File: src/rtl/fetch_stage_if.sv
// fetch_stage_if: instruction-memory request/response channel between fetch and imem
interface fetch_stage_if;
    logic        imem_req_valid;
    logic        imem_req_ready;
    logic [63:0] imem_req_addr;
    logic        imem_resp_valid;
    logic [31:0] imem_resp_data;
    modport master (
        output imem_req_valid,
        output imem_req_addr,
        input  imem_req_ready,
        input  imem_resp_valid,
        input  imem_resp_data
    );
    modport slave (
        input  imem_req_valid,
        input  imem_req_addr,
        output imem_req_ready,
        output imem_resp_valid,
        output imem_resp_data
    );
endinterface

File: src/rtl/fetch_stage.sv
// fetch_stage: one-outstanding instruction fetch with redirect and stale-response drop; optional FETCH_MISALIGN_CHK_EN halts on misaligned pc
module fetch_stage #(
    parameter logic [63:0] RESET_PC  = 64'h8000_0000,
    parameter logic [31:0] NOP_INSTR = 32'h0000_0013
) (
    input  logic                 clk,
    input  logic                 rst,
    input  logic                 redirect_valid,
    input  logic [63:0]          redirect_pc,
    fetch_stage_if.master        imem,
    output logic [31:0]          fetch_o_instr,
    output logic                 fetch_o_commit,
    output logic [63:0]          fetch_o_commit_pc,
    output logic [31:0]          fetch_o_commit_instr,
    output logic [63:0]          fetch_o_commit_pre_pc,
    output logic                 fetch_o_misalign
);
    localparam logic [1:0] S_REQ  = 2'd0;
    localparam logic [1:0] S_WAIT = 2'd1;
    localparam logic [1:0] S_DROP = 2'd2;
    localparam logic [1:0] S_HALT = 2'd3;

    logic [1:0]  state, state_nxt;
    logic [63:0] pc, pc_nxt, pc_inc;
    logic        deliver, mis;

    // misaligned pc detection; a flagged pc never reaches memory
    always_comb begin
`ifdef FETCH_MISALIGN_CHK_EN
        mis = !rst && state == S_REQ && !redirect_valid && pc[1:0] != 2'b00;
`else
        mis = 1'b0;
`endif
    end

    // request channel, delivery decision and bubble/commit outputs
    always_comb begin
        pc_inc                = pc + 64'd4;
        deliver               = !rst && state == S_WAIT && imem.imem_resp_valid && !redirect_valid;
        imem.imem_req_valid   = !rst && state == S_REQ && !redirect_valid && !mis;
        imem.imem_req_addr    = pc;
        fetch_o_commit        = deliver;
        fetch_o_instr         = deliver ? imem.imem_resp_data : NOP_INSTR;
        fetch_o_commit_instr  = deliver ? imem.imem_resp_data : 32'd0;
        fetch_o_commit_pc     = deliver ? pc : 64'd0;
        fetch_o_commit_pre_pc = deliver ? pc_inc : 64'd0;
        fetch_o_misalign      = mis;
    end

    // next pc: a redirect always wins, otherwise advance only on delivery
    always_comb begin
        pc_nxt = redirect_valid ? redirect_pc : deliver ? pc_inc : pc;
    end

    // FSM transitions; responses outside S_WAIT/S_DROP are ignored
    always_comb begin
        state_nxt = state;
        case (state)
            S_REQ:   state_nxt = redirect_valid ? S_REQ :
                                 mis ? S_HALT :
                                 imem.imem_req_ready ? S_WAIT : S_REQ;
            S_WAIT:  state_nxt = imem.imem_resp_valid ? S_REQ :
                                 redirect_valid ? S_DROP : S_WAIT;
            S_DROP:  state_nxt = imem.imem_resp_valid ? S_REQ : S_DROP;
            default: state_nxt = redirect_valid ? S_REQ : S_HALT;
        endcase
    end

    // architectural state register; memory resets alongside so no drop after rst
    always_ff @(posedge clk) begin
        if (rst) begin
            pc    <= RESET_PC;
            state <= S_REQ;
        end else begin
            pc    <= pc_nxt;
            state <= state_nxt;
        end
    end
endmodule

File: src/flat_wrapper.sv
// flat-port wrapper written by rule: the top's interface ports become plain ports
module fetch_stage_flat 
#(
    parameter logic [63:0] RESET_PC  = 64'h8000_0000,
    parameter logic [31:0] NOP_INSTR = 32'h0000_0013
)
  (clk, rst, redirect_valid, redirect_pc, fetch_o_instr, fetch_o_commit, fetch_o_commit_pc, fetch_o_commit_instr, fetch_o_commit_pre_pc, fetch_o_misalign, imem_imem_req_valid, imem_imem_req_addr, imem_imem_req_ready, imem_imem_resp_valid, imem_imem_resp_data);
  fetch_stage_if imem_i ();
  input  logic clk;
  input  logic rst;
  input  logic redirect_valid;
  input  logic [63:0] redirect_pc;
  output logic [31:0] fetch_o_instr;
  output logic fetch_o_commit;
  output logic [63:0] fetch_o_commit_pc;
  output logic [31:0] fetch_o_commit_instr;
  output logic [63:0] fetch_o_commit_pre_pc;
  output logic fetch_o_misalign;
  output wire logic [$bits(imem_i.imem_req_valid)-1:0] imem_imem_req_valid;
  output wire logic [$bits(imem_i.imem_req_addr)-1:0] imem_imem_req_addr;
  input wire logic [$bits(imem_i.imem_req_ready)-1:0] imem_imem_req_ready;
  input wire logic [$bits(imem_i.imem_resp_valid)-1:0] imem_imem_resp_valid;
  input wire logic [$bits(imem_i.imem_resp_data)-1:0] imem_imem_resp_data;
  assign imem_imem_req_valid = imem_i.imem_req_valid;
  assign imem_imem_req_addr = imem_i.imem_req_addr;
  assign imem_i.imem_req_ready = imem_imem_req_ready;
  assign imem_i.imem_resp_valid = imem_imem_resp_valid;
  assign imem_i.imem_resp_data = imem_imem_resp_data;
  fetch_stage #(.RESET_PC(RESET_PC), .NOP_INSTR(NOP_INSTR)) u_core (.clk(clk), .rst(rst), .redirect_valid(redirect_valid), .redirect_pc(redirect_pc), .imem(imem_i), .fetch_o_instr(fetch_o_instr), .fetch_o_commit(fetch_o_commit), .fetch_o_commit_pc(fetch_o_commit_pc), .fetch_o_commit_instr(fetch_o_commit_instr), .fetch_o_commit_pre_pc(fetch_o_commit_pre_pc), .fetch_o_misalign(fetch_o_misalign));
endmodule
File: config.mk
export PLATFORM = sky130hd
export DESIGN_NAME = fetch_stage_flat
export DESIGN_NICKNAME = d
export VERILOG_FILES = /design/src/rtl/fetch_stage_if.sv /design/src/rtl/fetch_stage.sv /design/src/flat_wrapper.sv
export SDC_FILE = /design/constraint.sdc
export NUM_CORES = 1
export LEC_CHECK = 0
export ABC_CLOCK_PERIOD_IN_PS = 6300
export CAP_MARGIN = 20
export CORE_MARGIN = 2
export CORE_UTILIZATION = 30
export CTS_BUF_LIST = sky130_fd_sc_hd__clkbuf_16
export DETAILED_ROUTE_END_ITERATION = 16
export DONT_BUFFER_PORTS = 1
export PLACE_DENSITY = 0.52
export REMOVE_ABC_BUFFERS = 1
export SLEW_MARGIN = 20
export SYNTH_ARGS = -nofsm -noshare
export SYNTH_HDL_FRONTEND = slang
export SYNTH_SLANG_ARGS = --single-unit
File: constraint.sdc
create_clock -name clk -period 6.3 [get_ports clk]
set_input_delay 1.89 -clock clk [delete_from_list [all_inputs] [get_ports clk]]
set_output_delay 1.89 -clock clk [all_outputs]
set_load 0.01 [all_outputs]
* Yosys cells after proc, flatten, opt, wreduce, memory -nomap -nowiden
Index checks and enable logic that the tools add are counted.
** Operators by class
- $add $sub $neg :: 1
- Multipliers :: 0
- Div/mod/pow operators :: 0
- Order comparisons :: 0
- Equality and inequality tests :: 2
- Shift-type cells :: 0
- Multiplexer cells :: 13
- Bitwise operators :: 0
- Reductions and logical operators :: 9
** Operator list (count)
- $mux W64 :: 4
- $add A64 B3 Y64 const B :: 1
- $mux W32 :: 2
- $mux W2 :: 5
- $pmux W2 S3 :: 1
- $logic_and A1 B1 Y1 :: 5
- $eq A2 B1 Y1 const B :: 1
- $eq A2 B2 Y1 const B :: 1
- $logic_not A1 Y1 :: 2
- $logic_not A2 Y1 :: 1
- $reduce_bool A2 Y1 :: 1
- $mux W1 :: 1
** Word-level totals
- Register bits :: 66
- Bits in latches :: 0
- RAM bits :: 0
- ROM bits :: 0
- Input bits :: 101
- Output and inout port bits :: 259
- Logic and storage cells :: 27
- Memories :: 0

* Longest topological paths before layout
Gate-level depths: netlist (run 1).
- Word-level depth :: 6
- Depth in mapped cells :: 8
- Depth with buffers taken out :: 6

* Least setup slack after synthesis (run 1)
OpenSTA, ideal clock, no wires.
- Path type :: input port to output port
- From :: in redirect_valid
- To :: out fetch_o_commit_pre_pc[54]
- Arrival :: 3233 ps
- Data required time :: 4410 ps
- Path slack :: 1177 ps
- Stages :: 5
- Path buffers :: 1
- Cell sequence :: clkbuf_1 nor2_1 nand2_1 or4_1 o21ai_0
** On the way
- Cells in the longest elaborated chain, start to end :: 3
** Ends and longest elaborated chain
- start, declared :: line flat_wrapper.sv:11 : input logic redirect_valid;
- $logic_not A1 Y1 :: line fetch_stage.sv:39 : deliver = !rst && state == S_WAIT && imem.imem_resp_valid && !redirect_valid;
- $logic_and A1 B1 Y1 :: line fetch_stage.sv:39
- $mux W64 :: line fetch_stage.sv:46 : fetch_o_commit_pre_pc = deliver ? pc_inc : 64'd0;
- end, declared :: line flat_wrapper.sv:17 : output logic [63:0] fetch_o_commit_pre_pc;
Every way passes these cells.

* Worst setup path in the final report (run 1)
- From :: in redirect_valid
- To :: out fetch_o_commit_pre_pc[62]
The elaborated chain is that of the path after synthesis.

==> impl_metrics.csv, run 1 <==
group,metric,value,unit
floorplan,die_w,147,µm
floorplan,die_y,147,µm
drt,via_per_inst,6.09,
clock_tree,cts_hold_buf,0,
cells_and_area,nNetsFinal,895,
power_and_ir_drop,p_per_area,180,mW/mm²
yosys,synth_top_flop_cell,"dfxtp_1",
yosys,async_reset_ff_share,0,%
grt,antenna_found_initial,0,
yosys,synth_cell_types,61,
outcome,status,"finished, final reports clean",
clock_tree,clock_sinks,66,
floorplan,start_util,30.5,%
power_and_ir_drop,p_leak,0.00225,µW
drt,wl_per_cell,25.3,µm
yosys,synth.most_common_cell,"nor2_1",
placement,gp_congestion,0.811,
sta,period_needed,5180,ps
floorplan,rows,52,
sta,drv_slew,0,
drt,drtPass1Iterations,5,
cells_and_area,fill_cells,2233,
worst_setup_path,crit_required,4410,ps
yosys,synthTopCellsByArea,"dfxtp_1 21%, and3_1 10%, nor2_1 6.8%",
yosys,synth_top_cells_by_count,"112 x nor2_1, 100 x and3_1, 66 x dfxtp_1, 65 x nand2_1, 54 x clkbuf_1",
cells_and_area,drive_gt1_share,6.78,%
yosys,synth_cells,882,
clock_tree,clkTransAtPathRegs,50,ps
cells_and_area,multi_input_area,0.00425,mm²
yosys,synth_edf_count,0,
sta,fin_skew,11.5,ps
sta,setup_viol,0,
clock_tree,cts_root_buf,"clkbuf_16",
power_and_ir_drop,comb_power_share,10.3,%
drt,drc,0,
drt,drt_iter0_markers,414,
clock_tree,h-tree-depth,3,
cells_and_area,syn_to_final_growth,2.90,%
grt,grt_pass1_wl,39300,µm
worst_setup_path,crit_path_start_kind,"primary input",
yosys,synthesis.area,0.00617,mm²
power_and_ir_drop,internal_power,792,µW
sta,relSlewSlack,46.5,%
worst_setup_path,path_class,"in -> out",
clock_tree,post_cts_buffers,0,
sta,tightest_slew,802,ps
yosys,synth_seq_cells,66,
drt,ant_nets,0,
sta,grt_setup_unrepaired,"false",
worst_setup_path,critPathArrivalTime,3290,ps
yosys,synth_area_per_cell,7.00,µm²
power_and_ir_drop,switching_share,30.8,%
yosys,ys_seq_area_share,21.4,%
cells_and_area,fin_util,31.4,%
clock_tree,cts_resized,0,
grt,grt_overflow,0,
grt,grt_max_degree,112,
yosys,synth.top_cell.area_share,21.4,%
sta,holdWs,524,ps
sta,hold_viol_final,0,
worst_hold_path,min-delay-path-class,"reg -> reg",
floorplan,num_io_pins,360,
floorplan,core,0.0202,mm²
worst_setup_path,end_kind,"output port",
cells_and_area,ff_latch_area,0.00132,mm²
yosys,synth_warnings,0,
power_and_ir_drop,p_switching,353,µW
power_and_ir_drop,pwr-share-seq,46.2,%
worst_setup_path,crit_fanout,89,
clock_tree,cts_tree,"built",
placement,port_buffers,0,
flow_run,maxCapViolations,0,
sta,max_freq,0.193,GHz
clock_tree,max-clock-path-buffers,2,
drt,vias,6500,
power_and_ir_drop,p_clk_share,43.5,%
yosys,synth_largest_area_cell,"dfxtp_1",
clock_tree,clock_latency,350,ps
worst_setup_path,reg2reg_slack,3070,ps
grt,grt_pass1_vias,6038,
power_and_ir_drop,ir_worst_vdd,0.122,mV
grt,track_usage,23.8,%
floorplan,dieArea,0.0217,mm²
placement,dpl.hpwl,19500,µm
clock_tree,cts_inserted_buffers,9,
drt,wl,27000,µm
sta,fin_crit_sh,82.2,%
[placed cells by master (no fill, tap or decap), types with 3 or more instances in the layout]
| cell | synthesis | routed |
|---|---|---|
| nor2_1 | 112 | 111 |
| and3_1 | 100 | 100 |
| dfxtp_1 | 66 | 66 |
| nand2_1 | 65 | 64 |
| nand3_1 | 43 | 43 |
| o21ai_0 | 37 | 37 |
| xor2_1 | 32 | 32 |
| nand4_1 | 29 | 29 |
| a21oi_1 | 28 | 28 |
| or3_1 | 27 | 27 |
| xnor2_1 | 26 | 26 |
| nor4_1 | 22 | 22 |
| a311oi_1 | 19 | 19 |
| nor3_1 | 18 | 18 |
| or4_1 | 17 | 17 |
| a211oi_1 | 14 | 14 |
| o31ai_1 | 13 | 13 |
| inv_1 | 10 | 12 |
| o21a_1 | 12 | 12 |
| buf_4 | 34 | 11 |
| clkbuf_16 | 0 | 9 |
| and2_1 | 7 | 7 |
| nand2b_1 | 6 | 6 |
| and4_1 | 6 | 6 |
| nand4_2 | 5 | 5 |
| nor4_2 | 5 | 5 |
| mux2_2 | 4 | 4 |
| mux2i_1 | 4 | 4 |
| nand2_2 | 2 | 3 |
| clkinv_2 | 0 | 3 |
| nor4_4 | 3 | 3 |
| o31a_1 | 3 | 3 |
[power groups by stage]
stage                     Combinational (µW)  Sequential [µW]  Clock (µW)
after detailed placement                 118              538           0
after CTS                                118              529         514
after global routing                     133              536         528
final                                    118              529         498
after floorplan                         90.5              509           0
after global placement                   116              537           0
[final cells by class]
cell class              count  share of cell area, %
well taps                 270                   5.32
clock inverters             6                  0.808
repair buffers             13                   1.93
clock buffers               9                   3.55
flip-flops and latches     66                   20.8
diodes                      1                 0.0394
inverters                  11                  0.670
multi-input cells         692                   66.9
[critical path, stage by stage]
cell    delay (ps)
nor2_4         100
buf_4          580
and3_1         330
o41a_1         190
a21o_1         150
[path summary, 6_finish.rpt]
kind | cells after the start | start | to
setup / recovery | 5 | redirect_valid | fetch_o_commit_pre_pc[62]
hold / removal | 2 | u_core.imem.imem_req_addr[1] | u_core.imem.imem_req_addr[1]
setup reg to reg | 5 | u_core.imem.imem_req_addr[17] | u_core.imem.imem_req_addr[41]
hold reg to reg | 2 | u_core.imem.imem_req_addr[1] | u_core.imem.imem_req_addr[1]
[registers in the layout, summed over array words and instances, names as in the netlist]
name	flops
u_core.imem.imem_req_addr	64
u_core.state	2
[cells by family (layout without fill, tap and decap cells)]
group | Yosys count | count (layout) | synth area share, %
buffers and inverters | 124 | 39 | 9.99
AND/OR/NAND/NOR | 480 | 480 | 43.2
other | 1 | 2 | 0.0608
multiplexers | 8 | 8 | 1.38
flip-flops | 66 | 66 | 21.4
AO/OA/AOI/OAI | 144 | 144 | 15.6
adder cells (fa/ha/maj) | 1 | 1 | 0.203
XOR/XNOR | 58 | 58 | 8.23
[per-layer routing]
layer  vias to the layer above  part of all wire (%)  GRT usage (%)
met2                       352                    50           42.2
li1                       3012                     -              -
met5                         -                     0              0
met3                        31                   8.9           6.20
met4                         0                   1.7           6.83
met1                      3105                    39           28.4
[stage by stage]
stage	std cells	area (µm²)	TNS [ps]	worst slack, ps	power, µW
after floorplan	769	5600	-106890	-1940	599
final	1068	6350	0	1120	1140
after global placement	1052	6070	0	1190	653
after global routing	1067	6350	0	920	1200
after detailed placement	1052	6070	0	1130	655
after CTS	1067	6350	0	1070	1160
Power figures use the tool's default switching activity.
==> inputs of run 2 (changes only) <==
--- a/config.mk
+++ b/config.mk
@@ -5,7 +5,7 @@
 export SDC_FILE = /design/constraint.sdc
 export NUM_CORES = 1
 export LEC_CHECK = 0
-export ABC_CLOCK_PERIOD_IN_PS = 6300
+export ABC_CLOCK_PERIOD_IN_PS = 5200
 export CAP_MARGIN = 20
 export CORE_MARGIN = 2
 export CORE_UTILIZATION = 30
==> constraint.sdc (replaced) <==
create_clock -name clk -period 5.2 [get_ports clk]
set_input_delay 1.56 -clock clk [delete_from_list [all_inputs] [get_ports clk]]
set_output_delay 1.56 -clock clk [all_outputs]
set_load 0.01 [all_outputs]
==> impl_metrics.csv, run 2 (synthesis results as in run 1) <==
group,metric,value,unit
outcome,status,"finished, final reports clean",
floorplan,rows,52,
grt,track_usage,23.9,%
clock_tree,clock_latency,350,ps
worst_hold_path,min-delay-path-class,"reg -> reg",
floorplan,core,0.0202,mm²
power_and_ir_drop,p_leak,0.00237,µW
sta,hold_viol_final,0,
grt,gr-usage-met2,42.0,%
power_and_ir_drop,ir_worst_vdd,0.138,mV
drt,vias,6457,
clock_tree,cts_root_buf,"clkbuf_16",
worst_setup_path,crit_buf_inv,0,
worst_hold_path,whs_path_depth,2,
worst_setup_path,critPathArrivalTime,3180,ps
cells_and_area,largest_reg_flops,64,
placement,port_buffers,0,
clock_tree,cts_inserted_buffers,9,
worst_setup_path,reg2reg_slack,2170,ps
worst_setup_path,path_class,"reg -> out",
floorplan,start_util,30.5,%
sta,holdWs,519,ps
worst_setup_path,r2r-start,"u_core.imem.imem_req_addr[2]",
cells_and_area,final_cell_mix,"111 x nor2_1, 100 x and3_1, 66 x dfxtp_1",
grt,met1_usage,28.6,%
sta,fin_skew,7.58,ps
placement,dpl.hpwl,19900,µm
grt,grt_pass1_vias,6068,
floorplan,num_io_pins,360,
worst_setup_path,end_kind,"output port",
sta,grt_setup_unrepaired,"false",
worst_setup_path,slowest_stage,"nor4_2",
clock_tree,cts_hold_buf,0,
worst_setup_path,ff2ff_path_depth,7,
grt,grt_overflow,0,
cells_and_area,drive_gt1_share,8.95,%
power_and_ir_drop,total_power,1550,µW
cells_and_area,layout_commonest_cell,"nor2_1",
grt,grt_max_degree,112,
sta,max_freq,0.211,GHz
worst_setup_path,r2r-end,"u_core.imem.imem_req_addr[26]",
grt,busiest_layer,"met2",
worst_setup_path,worst_path_largest_cell_delay,730,ps
floorplan,die_y,147,µm
drt,drc,0,
drt,via_per_inst,5.94,
worst_setup_path,path_cells,"ha_1, nand4_2, nor4_2, nand3_1, or3_1, a21oi_1",
clock_tree,max-clock-path-buffers,2,
worst_hold_path,holdPathEnd,"u_core.imem.imem_req_addr[1]",
worst_setup_path,crit_required,3640,ps
worst_setup_path,crit_fanout,8,
clock_tree,clock_sinks,66,
sta,fin_crit_sh,91.2,%
sta,setup_viol,0,
floorplan,die_w,147,µm
clock_tree,cts_tree,"built",
drt,drt_iter0_markers,349,
grt,grt_pass1_wl,39300,µm
drt,drtPass1Iterations,4,
floorplan,dieArea,0.0217,mm²
sta,drv_slew,0,
placement,gp_congestion,0.819,
clock_tree,cts_resized,0,
drt,wl_per_cell,24.9,µm
worst_setup_path,crit_path_start_kind,"flip-flop",
power_and_ir_drop,p_per_area,235,mW/mm²
clock_tree,h-tree-depth,3,
drt,wl,27100,µm
grt,use_met3,7.28,%
drt,ant_nets,0,
cells_and_area,nNetsFinal,913,
grt,antenna_found_initial,2,
worst_hold_path,worstHoldStart,"u_core.imem.imem_req_addr[1]",
sta,relSlewSlack,48.4,%
worst_setup_path,critical_path.top_delay_family,"simple AND/OR/NAND/NOR gates",
sta,period_needed,4740,ps
sta,tightest_slew,774,ps
clock_tree,post_cts_buffers,0,
clock_tree,clkTransAtPathRegs,60,ps
cells_and_area,syn_to_final_growth,6.39,%
flow_run,maxCapViolations,0,
## run 2: changes by cell type in the layout (fill, tap and decap cells not counted)
cell,delta
bufinv_16,+3
clkinv_2,-2
buf_4,+18
clkinv_1,+2
inv_1,-2
## run 2: final cells by class
class	instances	area [µm²]
Antenna cell	1	2.50
Clock inverter	7	131
Timing Repair Buffer	31	258
Sequential cell	66	1320
Tap cell	270	338
Multi-Input combinational cell	692	4250
Inverter	11	42.5
Clock buffer	9	225
Fill cell	2214	13700
## run 2: power by group
group | leakage, µW | total, µW | internal, µW | switching, µW
sequential | 0.000547 | 629 | 539 | 90.3
clock | 0.000172 | 759 | 512 | 246
combinational | 0.00165 | 158 | 62.7 | 95.6
total | 0.00237 | 1550 | 1110 | 432
## run 2: worst max path at each step
stage | depth (start not counted) | from | slack, ps | end
floorplan | 4 | rst | -2380 | fetch_o_commit_pre_pc[54]
global placement | 7 | imem_imem_resp_valid | 820 | fetch_o_commit_pre_pc[54]
detailed placement | 5 | redirect_valid | 790 | fetch_o_commit_pre_pc[62]
CTS | 6 | u_core.imem.imem_req_addr[2] | 470 | fetch_o_commit_pre_pc[60]
global route | 6 | u_core.imem.imem_req_addr[2] | 220 | fetch_o_commit_pre_pc[60]
finish | 6 | u_core.imem.imem_req_addr[2] | 460 | fetch_o_commit_pre_pc[60]
## run 2: metal layers
metal / part of all wire, % / wire [µm] / vias to the layer above
met5: 0 / 0 / -
met4: 1.5 / 394 / 0
met3: 8.9 / 2400 / 30
met2: 50 / 13600 / 311
met1: 39 / 10700 / 3077
li1: - / - / 3039
## run 2: stage by stage
| stage | util (%) | instances | setup WS (ps) | cell area [µm²] | setup TNS (ps) |
|---|---|---|---|---|---|
| floorplan | - | 769 | -2380 | 5600 | -167610 |
| global placement | 30.7 | 1070 | 820 | 6210 | 0 |
| detailed placement | 30.7 | 1070 | 791 | 6210 | 0 |
| CTS | 32.4 | 1086 | 469 | 6560 | 0 |
| global route | 32.5 | 1087 | 224 | 6570 | 0 |
| finish | 32.5 | 1087 | 460 | 6570 | 0 |
## run 2: tightest hold or removal path, delay by kind of cell, from the launching register on
family / cells / cell delay [ps]
flops: 1 / 340
simple gates: 1 / 80
compound gates: 1 / 60
